==> src/rtl/mod_vga_decoder.sv <==
// mod_vga_decoder
//   Recovers pixel coordinates and colour from an asynchronous analogue-style
//   VGA stream (1-bit r/g/b plus active-low hsync/vsync) sampled on the pixel
//   clock. Line/frame timing is tracked, verified against the nominal totals,
//   and only once LOCK_FRAMES consecutive good frames are seen are active
//   pixels presented. All outputs are registered; pin-to-output latency is 3.
//
// Ports
//   in_clk_25_175_mhz            pixel clock (only clock)
//   in_reset_n                   asynchronous active-low reset
//   in_vga_r/g/b                 asynchronous pixel colour
//   in_vga_hsync/vsync           asynchronous active-low sync
//   out_pix_x/y   [9:0]          active coordinate (held while not valid)
//   out_pix_r/g/b                captured colour (0 while not valid)
//   out_pix_valid                active pixel on outputs
//   out_frame_start              pulse with pixel (0,0)
//   out_locked                   timing lock status
//   out_error                    one-cycle pulse on loss of lock/tracking
//
// Handshake: there is no back-pressure. out_pix_valid qualifies the pixel
// fields for exactly the cycle it is high; the consumer must take it then.
module mod_vga_decoder #(
  parameter int H_TOTAL     = 800,
  parameter int V_TOTAL     = 525,
  parameter int H_START     = 144,
  parameter int V_START     = 35,
  parameter int H_ACTIVE    = 640,
  parameter int V_ACTIVE    = 480,
  parameter int LOCK_FRAMES = 2
) (
  input  logic       in_clk_25_175_mhz,
  input  logic       in_reset_n,
  input  logic       in_vga_r,
  input  logic       in_vga_g,
  input  logic       in_vga_b,
  input  logic       in_vga_hsync,
  input  logic       in_vga_vsync,
  output logic [9:0] out_pix_x,
  output logic [9:0] out_pix_y,
  output logic       out_pix_r,
  output logic       out_pix_g,
  output logic       out_pix_b,
  output logic       out_pix_valid,
  output logic       out_frame_start,
  output logic       out_locked,
  output logic       out_error
);

  typedef enum logic [1:0] {
    ST_SEARCH = 2'd0,
    ST_TRACK  = 2'd1,
    ST_LOCKED = 2'd2
  } state_t;

  localparam logic [9:0]  COORD_MAX = 10'h3FF;
  localparam logic [10:0] NH_MAX    = 11'h7FF;
  // Synchroniser bit order {hsync, vsync, r, g, b}; sync paths idle high.
  localparam logic [4:0]  SYNC_RST  = 5'b11000;

  // Both synchroniser stages carry all five inputs together so the colour
  // stays aligned with the sync edges that position it.
  logic [4:0]  meta_q, meta_d;
  logic [4:0]  sync_q, sync_d;
  logic        hs_prev_q, hs_prev_d;
  logic        vs_prev_q, vs_prev_d;
  logic [9:0]  h_q, h_d;
  logic [9:0]  v_q, v_d;
  logic [10:0] nh_q, nh_d;      // hsync falls since the last vsync fall
  state_t      state_q, state_d;
  logic [7:0]  good_q, good_d;
  logic        seen_q, seen_d;  // an hsync fall has occurred while searching

  logic [9:0]  pix_x_q, pix_x_d;
  logic [9:0]  pix_y_q, pix_y_d;
  logic        pix_r_q, pix_r_d;
  logic        pix_g_q, pix_g_d;
  logic        pix_b_q, pix_b_d;
  logic        pix_valid_q, pix_valid_d;
  logic        frame_start_q, frame_start_d;
  logic        locked_q, locked_d;
  logic        error_q, error_d;

  logic        hs_s, vs_s, r_s, g_s, b_s;
  logic        h_fall, v_fall;
  logic [10:0] nh_inc;
  logic        line_bad, frame_bad, h_sat, fail;
  logic        in_h, in_v, active;
  logic [9:0]  x_new, y_new;

  always_comb begin
    meta_d = {in_vga_hsync, in_vga_vsync, in_vga_r, in_vga_g, in_vga_b};
    sync_d = meta_q;
    {hs_s, vs_s, r_s, g_s, b_s} = sync_q;

    h_fall    = hs_prev_q & ~hs_s;
    v_fall    = vs_prev_q & ~vs_s;
    hs_prev_d = hs_s;
    vs_prev_d = vs_s;

    // Position of the current synchronised sample.
    if (h_fall)                h_d = 10'd0;
    else if (h_q == COORD_MAX) h_d = COORD_MAX;
    else                       h_d = h_q + 10'd1;

    if (v_fall)                v_d = 10'd0;
    else if (h_fall && (v_q != COORD_MAX)) v_d = v_q + 10'd1;
    else                       v_d = v_q;

    // A coincident hsync fall belongs to the frame that this vsync fall ends.
    if (h_fall && (nh_q != NH_MAX)) nh_inc = nh_q + 11'd1;
    else                            nh_inc = nh_q;
    nh_d = v_fall ? 11'd0 : nh_inc;

    line_bad  = h_fall && ((int'(h_q) + 1) != H_TOTAL);
    frame_bad = v_fall && (int'(nh_inc) != V_TOTAL);
    h_sat     = (h_d == COORD_MAX);
    fail      = (state_q != ST_SEARCH) && (line_bad || frame_bad || h_sat);

    state_d = state_q;
    good_d  = good_q;
    seen_d  = seen_q;
    error_d = 1'b0;
    case (state_q)
      ST_SEARCH: begin
        if (v_fall && (seen_q || h_fall)) begin
          state_d = ST_TRACK;
          good_d  = 8'd0;
          seen_d  = 1'b0;
        end else if (h_fall) begin
          seen_d = 1'b1;
        end
      end
      ST_TRACK: begin
        if (fail) begin
          state_d = ST_SEARCH;
          seen_d  = 1'b0;
          error_d = 1'b1;
        end else if (v_fall) begin
          good_d = good_q + 8'd1;
          if ((int'(good_q) + 1) >= LOCK_FRAMES) state_d = ST_LOCKED;
        end
      end
      ST_LOCKED: begin
        if (fail) begin
          state_d = ST_SEARCH;
          seen_d  = 1'b0;
          error_d = 1'b1;
        end
      end
      default: state_d = ST_SEARCH;
    endcase

    // Activity follows the next state so that a lock loss drops valid in the
    // same output cycle that out_error pulses.
    in_h   = (int'(h_d) >= H_START) && (int'(h_d) < H_START + H_ACTIVE);
    in_v   = (int'(v_d) >= V_START) && (int'(v_d) < V_START + V_ACTIVE);
    active = (state_d == ST_LOCKED) && in_h && in_v;
    x_new  = h_d - 10'(H_START);
    y_new  = v_d - 10'(V_START);

    pix_x_d       = active ? x_new : pix_x_q;
    pix_y_d       = active ? y_new : pix_y_q;
    pix_r_d       = active & r_s;
    pix_g_d       = active & g_s;
    pix_b_d       = active & b_s;
    pix_valid_d   = active;
    frame_start_d = active && (x_new == 10'd0) && (y_new == 10'd0);
    locked_d      = (state_d == ST_LOCKED);
  end

  always_ff @(posedge in_clk_25_175_mhz or negedge in_reset_n) begin
    if (!in_reset_n) begin
      meta_q        <= SYNC_RST;
      sync_q        <= SYNC_RST;
      hs_prev_q     <= 1'b1;
      vs_prev_q     <= 1'b1;
      h_q           <= 10'd0;
      v_q           <= 10'd0;
      nh_q          <= 11'd0;
      state_q       <= ST_SEARCH;
      good_q        <= 8'd0;
      seen_q        <= 1'b0;
      pix_x_q       <= 10'd0;
      pix_y_q       <= 10'd0;
      pix_r_q       <= 1'b0;
      pix_g_q       <= 1'b0;
      pix_b_q       <= 1'b0;
      pix_valid_q   <= 1'b0;
      frame_start_q <= 1'b0;
      locked_q      <= 1'b0;
      error_q       <= 1'b0;
    end else begin
      meta_q        <= meta_d;
      sync_q        <= sync_d;
      hs_prev_q     <= hs_prev_d;
      vs_prev_q     <= vs_prev_d;
      h_q           <= h_d;
      v_q           <= v_d;
      nh_q          <= nh_d;
      state_q       <= state_d;
      good_q        <= good_d;
      seen_q        <= seen_d;
      pix_x_q       <= pix_x_d;
      pix_y_q       <= pix_y_d;
      pix_r_q       <= pix_r_d;
      pix_g_q       <= pix_g_d;
      pix_b_q       <= pix_b_d;
      pix_valid_q   <= pix_valid_d;
      frame_start_q <= frame_start_d;
      locked_q      <= locked_d;
      error_q       <= error_d;
    end
  end

  assign out_pix_x       = pix_x_q;
  assign out_pix_y       = pix_y_q;
  assign out_pix_r       = pix_r_q;
  assign out_pix_g       = pix_g_q;
  assign out_pix_b       = pix_b_q;
  assign out_pix_valid   = pix_valid_q;
  assign out_frame_start = frame_start_q;
  assign out_locked      = locked_q;
  assign out_error       = error_q;

endmodule

==> config.mk <==
export PLATFORM = sky130hd
export DESIGN_NAME = mod_vga_decoder
export DESIGN_NICKNAME = d
export VERILOG_FILES = /design/src/rtl/mod_vga_decoder.sv
export SDC_FILE = /design/constraint.sdc
export NUM_CORES = 1
export LEC_CHECK = 0
export CAP_MARGIN = 10
export CORE_MARGIN = 2
export CORE_UTILIZATION = 50
export CTS_CLUSTER_DIAMETER = 200
export CTS_CLUSTER_SIZE = 16
export DETAILED_ROUTE_END_ITERATION = 6
export GPL_ROUTABILITY_DRIVEN = 0
export HOLD_SLACK_MARGIN = 0.02
export PLACE_DENSITY_LB_ADDON = 0.1
export SLEW_MARGIN = 20
export SYNTH_ARGS = -nofsm -noshare
export SYNTH_HDL_FRONTEND = slang
export SYNTH_SLANG_ARGS = --single-unit
==> constraint.sdc <==
create_clock -name in_clk_25_175_mhz -period 3.2 [get_ports in_clk_25_175_mhz]
set_input_delay 0.32 -clock in_clk_25_175_mhz [delete_from_list [all_inputs] [get_ports in_clk_25_175_mhz]]
set_output_delay 0.32 -clock in_clk_25_175_mhz [all_outputs]
set_load 0.05 [all_outputs]
## After elaboration in Yosys (flattened, before gate mapping)

Cells that the tools add are included.

| storage, ports and cells | value |
|---|---|
| register bits after elaboration | 81 |
| bits of input ports | 7 |
| output and inout bits | 27 |
| word-level logic and storage cells | 99 |

| operators by class | value |
|---|---|
| $add $sub $neg | 8 |
| order comparisons | 5 |
| eq/ne operators | 14 |
| multiplexer cells | 22 |
| bitwise operators | 7 |
| reduce and logical (&&, ||, !) cells | 24 |

Operator list:

| operator | count |
|---|---|
| $mux W10 | 4 |
| $mux W8 | 3 |
| $mux W11 | 2 |
| $ne A11 B11 Y1 const B | 2 |
| $add A10 B1 Y10 const B | 2 |
| $eq A10 B10 Y1 const B | 2 |
| $logic_not A10 Y1 | 2 |
| $lt A10 B10 Y1 const B | 2 |
| $pmux W8 S2 | 1 |
| $logic_and A1 B1 Y1 | 12 |
| $add A10 B1 Y11 const B | 1 |
| $add A11 B1 Y11 const B | 1 |
| $ne A11 B10 Y1 const B | 1 |
| $ge A10 B6 Y1 const B | 1 |
| $ge A10 B8 Y1 const B | 1 |
| $mux W2 | 5 |
| $ne A10 B10 Y1 const B | 1 |
| $sub A10 B6 Y10 const B | 1 |
| $sub A10 B8 Y10 const B | 1 |
| $add A8 B1 Y9 const B | 1 |
| $ge A9 B2 Y1 const B | 1 |
| $add A8 B1 Y8 const B | 1 |
| $ne A2 B2 Y1 const B | 3 |
| $pmux W2 S3 | 1 |
| 14 further kinds | 28 |

## Logic depth before layout (Yosys ltp)

| logic depth | value |
|---|---|
| depth after elaboration | 16 |
| mapped depth | 15 |
| gate-level depth less buffers | 13 |

## Worst setup path before layout

OpenSTA, ideal clock, no wires.

| path | value |
|---|---|
| path type | reg2reg |
| from | register vs_prev_q |
| to | register pix_x_q[0] (netlist: out_pix_x[0]) |
| setup time | 0.125 ns |
| arrival | 3.402 ns |
| required time | 3.075 ns |
| slack | -0.327 ns |
| stages on the path, launching flop included | 14 |
| buffers on the path | 5 |
| clock period less this slack | 3.527 ns |
| cells stage by stage | dfstp_2 -> nor2b_1 -> clkbuf_1 -> clkbuf_1 -> clkbuf_1 -> a21oi_1 -> ha_1 -> o41a_2 -> nor3_1 -> or2_1 -> a221o_1 -> buf_6 -> buf_6 -> mux2_4 |

| on the way | value |
|---|---|
| elaborated cells between the ends (all ways) | 18 |
| classes of those cells | order compare (2); eq/ne (1); mux (6); bitwise (1); reduce/logical (8) |

RTL lines:

| what | line | RTL |
|---|---|---|
| start, declared | 65 | `logic vs_prev_q, vs_prev_d;` |
| start signal, assigned | 196 | `vs_prev_q <= vs_prev_d;` |
| $and A1 B1 Y1 * | 96 | `v_fall = vs_prev_q & ~vs_s;` |
| $mux W10 * | 105 | `if (v_fall) v_d = 10'd0;` |
| net v_d[1] | 67 | `logic [9:0] v_q, v_d;` |
| $ge A10 B6 Y1 / $lt A10 B10 Y1 (equally long branches) | 156 | `in_v = (int'(v_d) >= V_START) && (int'(v_d) < V_START + V_ACTIVE);` |
| $logic_and A1 B1 Y1 * | 156 |  |
| $logic_and A1 B1 Y1 * | 157 | `active = (state_d == ST_LOCKED) && in_h && in_v;` |
| end signal, assigned | 203 | `pix_x_q <= pix_x_d;` |
| end, declared | 73 | `logic [9:0] pix_x_q, pix_x_d;` |

Mark *: on every way through the listed nets, which the timed path passes. The rest lies on a longest branch.
A chain may end at the register's enable or synchronous reset.

## Worst setup path in the final report

| path | value |
|---|---|
| from | register h_q[5] |
| to | register pix_y_q[8] (netlist: out_pix_y[8]) |

| on the way | value |
|---|---|
| cells in the longest elaborated chain, start to end | 11 |
| elaborated cells between the ends (all ways) | 20 |
| classes of those cells | add/sub (2); order compare (2); eq/ne (4); mux (5); reduce/logical (7) |

Ends and longest elaborated chain:

| what | line | RTL |
|---|---|---|
| start, declared | 66 | `logic [9:0] h_q, h_d;` |
| start signal, assigned | 177 | `h_q <= 10'd0;` |
| start signal, assigned | 197 | `h_q <= h_d;` |
| $add A10 B1 Y10 / $eq A10 B10 Y1 (equally long branches) | 103, 102 |  |
| $mux W10 * | 102 | `else if (h_q == COORD_MAX) h_d = COORD_MAX;` |
| $mux W10 * | 101 | `if (h_fall) h_d = 10'd0;` |
| net h_d[5] | 66 |  |
| $eq A10 B10 Y1 | 116 | `h_sat = (h_d == COORD_MAX);` |
| $logic_or A1 B1 Y1 | 117 | `fail = (state_q != ST_SEARCH) && (line_bad \|\| frame_bad \|\| h_sat);` |
| $logic_and A1 B1 Y1 | 117 |  |
| $mux W2 (on tied branches) | 144, 134 |  |
| $pmux W2 S3 | 123 | `case (state_q)` |
| $eq A2 B2 Y1 | 157 |  |
| $logic_and A1 B1 Y1 * (2 in series) | 157 |  |
| end signal, assigned | 204 | `pix_y_q <= pix_y_d;` |
| end, declared | 74 | `logic [9:0] pix_y_q, pix_y_d;` |

Marked as above.

==> metrics.txt <==
# TYPE chip_impl_metric gauge
chip_impl_metric{name="grt_start_max_net_pins",unit=""} 82
chip_impl_metric{name="power.total",unit="W"} 0.00273
chip_impl_metric{name="wire_length_of_the_first_global_routing_pass",unit="mm"} 18.3
chip_impl_metric{name="drt-pass1-iter-count",unit=""} 5
chip_impl_metric{name="post_route_cells_drive_above_1_share",unit="%"} 20.7
chip_impl_metric{name="hpwl_reported_at_the_end_of_detailed_placement",unit="mm"} 7.61
chip_impl_metric{name="worstPathArrival",unit="ns"} 3.36
chip_impl_metric{name="postSynthNetCount",unit=""} 503
chip_impl_metric{name="clock.fmax",unit="GHz"} 0.320
chip_impl_metric{name="first_iter_violations",unit=""} 265
chip_impl_metric{name="antenna_cells_inserted",unit=""} 0
chip_impl_info{name="outcome",value="finished, violations left"} 1
chip_impl_metric{name="floorplan.die_area",unit="um^2"} 10200
chip_impl_info{name="kind_of_start_point_of_the_critical_path",value="flip-flop"} 1
chip_impl_metric{name="place_inst",unit=""} 633
chip_impl_metric{name="clkPwrFrac",unit="%"} 30.4
chip_impl_metric{name="synth_seq_area_share",unit="%"} 43.4
chip_impl_metric{name="initial_utilization",unit="%"} 51.2
chip_impl_metric{name="first_global_vias",unit=""} 3863
chip_impl_metric{name="die_height",unit="um"} 101
chip_impl_metric{name="drc",unit=""} 0
chip_impl_metric{name="syn_avg_cell_area",unit="um^2"} 9.74
chip_impl_metric{name="synthesis.area",unit="um^2"} 4690
chip_impl_metric{name="core_region_area",unit="um^2"} 9150
chip_impl_info{name="min_path_type",value="primary input to async pin"} 1
chip_impl_metric{name="antenna_found_initial",unit=""} 0
chip_impl_info{name="violations_in_the_final_reports",value="hold timing"} 1
chip_impl_metric{name="drtAntennaViolNets",unit=""} 0
chip_impl_metric{name="cp_max_fo",unit=""} 12
chip_impl_metric{name="worst_ep_required",unit="ns"} 3.44
chip_impl_metric{name="rows",unit=""} 35
chip_impl_metric{name="pwr-share-seq",unit="%"} 43.9
chip_impl_metric{name="internal-power",unit="W"} 0.00183
chip_impl_metric{name="finalCritPeriodShare",unit="%"} 97.7
chip_impl_metric{name="layout_min_cycle_time",unit="ns"} 3.13
chip_impl_metric{name="via_count",unit=""} 3937
chip_impl_metric{name="via_density_per_instance",unit=""} 6.03
chip_impl_metric{name="sw_frac_of_total",unit="%"} 33.0
chip_impl_metric{name="ios",unit=""} 34
chip_impl_metric{name="finalHoldViolations",unit=""} 5
chip_impl_metric{name="synth_seq_cells",unit=""} 81
chip_impl_metric{name="report.final.slew_viol_count",unit=""} 0
chip_impl_metric{name="wire_per_inst",unit="um"} 17.0
chip_impl_metric{name="htree_num_levels",unit=""} 3
chip_impl_metric{name="dieWidth",unit="um"} 101
chip_impl_metric{name="clock_latency",unit="ns"} 0.35
chip_impl_metric{name="layout-area-overhead-vs-synth",unit="%"} 21.0
chip_impl_metric{name="worstMarginPinSlew",unit="ns"} 0.724
chip_impl_metric{name="route.final.wire_length",unit="mm"} 11.1
chip_impl_info{name="most_frequent_cells_after_synthesis",value="dfrtp_1, nor2_1, nand2_1"} 1
chip_impl_metric{name="power-per-cell-area",unit="nW/um^2"} 481
chip_impl_metric{name="holdBufCountCts",unit=""} 0
chip_impl_metric{name="finalClockSkew",unit="ns"} 0.00802
chip_impl_metric{name="synth.yosys.warnings",unit=""} 0
chip_impl_info{name="synth.most_common_cell",value="dfrtp_1"} 1
chip_impl_info{name="tritoncts",value="yes"} 1
chip_impl_metric{name="synthCells",unit=""} 481
chip_impl_info{name="clock_tree.root_cell",value="clkbuf_8"} 1
chip_impl_metric{name="holdWs",unit="ns"} -0.0198
chip_impl_metric{name="post-synth-top-area-fraction",unit="%"} 40.1
chip_impl_metric{name="setup-violations-final",unit=""} 0
chip_impl_metric{name="net_switching_power",unit="W"} 0.000899
chip_impl_metric{name="numPortBuffers",unit=""} 33
chip_impl_metric{name="static-leakage-power",unit="nW"} 2.50
chip_impl_metric{name="asyncSetResetFlopFracSynth",unit="%"} 100
chip_impl_metric{name="post_synth_num_cell_types",unit=""} 65
chip_impl_metric{name="cts_made_buffers",unit=""} 9
chip_impl_metric{name="final_nets",unit=""} 559
chip_impl_metric{name="clock_tree.buffer_depth",unit=""} 2
chip_impl_metric{name="finalSetupTns",unit="ns"} 0
chip_impl_info{name="end_kind",value="flip-flop"} 1
chip_impl_metric{name="vdd_drop_max",unit="mV"} 0.266
chip_impl_metric{name="grt.overflow.total",unit=""} 0
chip_impl_metric{name="gr-usage-all-layers",unit="%"} 22.6
chip_impl_metric{name="clock_sink_count",unit=""} 81
chip_impl_metric{name="timing.max_cap.violations",unit=""} 0
chip_impl_info{name="synth-main-ff-cell",value="dfrtp_1"} 1
chip_impl_metric{name="instances_no_fill",unit=""} 653
chip_impl_info{name="post_synth_main_area_contributors",value="dfrtp_1, mux2_4, ha_1"} 1
chip_impl_info{name="worst-setup-path-type",value="flip-flop to flip-flop"} 1
chip_impl_metric{name="slew_headroom",unit="%"} 51.7
chip_impl_metric{name="path_clk_slew",unit="ns"} 0.09
chip_impl_metric{name="share_comb_of_total_power",unit="%"} 25.7
chip_impl_info{name="synth_top_area_cell",value="dfrtp_1"} 1
chip_impl_metric{name="synth_edf_count",unit=""} 0
[power by group through the flow]
stage          logic, W  clock network (W)  registers, W
2_1_floorplan  0.000458                  0       0.00121
3_3_place_gp   0.000661                  0       0.00121
3_5_place_dp   0.000682                  0       0.00121
4_1_cts        0.000685           0.000854       0.00120
5_1_grt        0.000787           0.000900       0.00121
6_report       0.000701           0.000828       0.00120
[final cells by class]
type / count / area (um^2)
fillers: 739 / 3480
well taps: 111 / 139
repair buffers: 74 / 687
flip-flops and latches: 81 / 2040
clock inverters: 6 / 91.3
inverters: 18 / 67.6
clock buffers: 10 / 128
multi-input cells: 353 / 2520
[timing repair]
action / in CTS / in global routing
buffers inserted: 0 / 2
resized for setup: 0 / 19
endpoints found under the setup margin: 0 / 28
[routing by layer]
metal	vias up	track usage (%)	routed length, um
met5	-	0	0
met3	19	3.74	464
met1	1923	30.1	5030
met4	0	8.85	226
li1	1876	-	-
met2	119	36.8	5390
[sequential cells by signal, summed over array words and instances, names as in the netlist, 2 cells and up]
signal	cells
out_pix_x	10
state_q	2
nh_q	11
h_q	10
sync_q	5
v_q	10
out_pix_y	10
meta_q	5
good_q	8
[cells by family after synthesis]
group | count (synthesis) | share of synthesized area, %
AND/OR/NAND/NOR | 192 | 22.2
AO/OA/AOI/OAI | 104 | 15.6
flip-flops | 81 | 43.4
buffers and inverters | 47 | 4.67
multiplexers | 24 | 6.65
XOR/XNOR | 18 | 3.36
adder cells (fa/ha/maj) | 15 | 4.01
[cell usage in the layout (no fill, tap or decap), types with 7 or more instances in the layout]
cell / Yosys / final
nand2b_1: 7 / 7
nand3_1: 28 / 28
ha_1: 15 / 12
xor2_1: 10 / 10
nor2_1: 35 / 35
clkdlybuf4s50_1: 0 / 32
xnor2_1: 8 / 8
a21oi_1: 29 / 29
clkbuf_8: 0 / 9
buf_4: 0 / 38
inv_1: 18 / 17
nand2_1: 32 / 32
and3_1: 11 / 9
nand4_1: 9 / 9
nor3_1: 15 / 13
o21ai_0: 20 / 20
nor4_1: 8 / 8
mux2_4: 13 / 13
dfrtp_1: 75 / 73
[path summary, 6_finish.rpt]
| kind | to | cells after the start | slack, ns | from |
|---|---|---|---|---|
| worst min-delay path | nh_q[7]$_DFF_PN0_ | 1 | -0.02 | in_reset_n |
| max in group asynchronous | h_q[0]$_DFF_PN0_ | 1 | 2.68 | in_reset_n |
| min in group in_clk_25_175_mhz | sync_q[0]$_DFF_PN0_ | 0 | 0.35 | meta_q[0]$_DFF_PN0_ |
| worst min register to register | sync_q[0]$_DFF_PN0_ | 0 | 0.35 | meta_q[0]$_DFF_PN0_ |
| worst max register to register | out_pix_y[8]$_DFFE_PN0N_ | 11 | 0.07 | h_q[5]$_DFF_PN0_ |
| worst max-delay path | out_pix_y[8]$_DFFE_PN0N_ | 11 | 0.07 | h_q[5]$_DFF_PN0_ |
[stage by stage]
step	util, %	area, um^2	worst slack, ns
after floorplan	-	4720	0.0280
after CTS	60.5	5540	0.0338
after global routing	62.0	5670	-0.0263
final	62.0	5670	0.0732
after global placement	58.1	5320	0.109
after detailed placement	58.1	5320	0.0566
[worst max-delay path: stages, from the launching register on]
cell	delay, ns
dfrtp_1	0.46
nand4_1	0.20
or3_4	0.45
a31oi_2	0.19
inv_1	0.11
ha_2	0.21
nand2_1	0.06
a211oi_1	0.05
or3_1	0.33
a221o_2	0.45
clkbuf_16	0.21
mux2_4	0.30
Power figures use the tool's default switching activity.
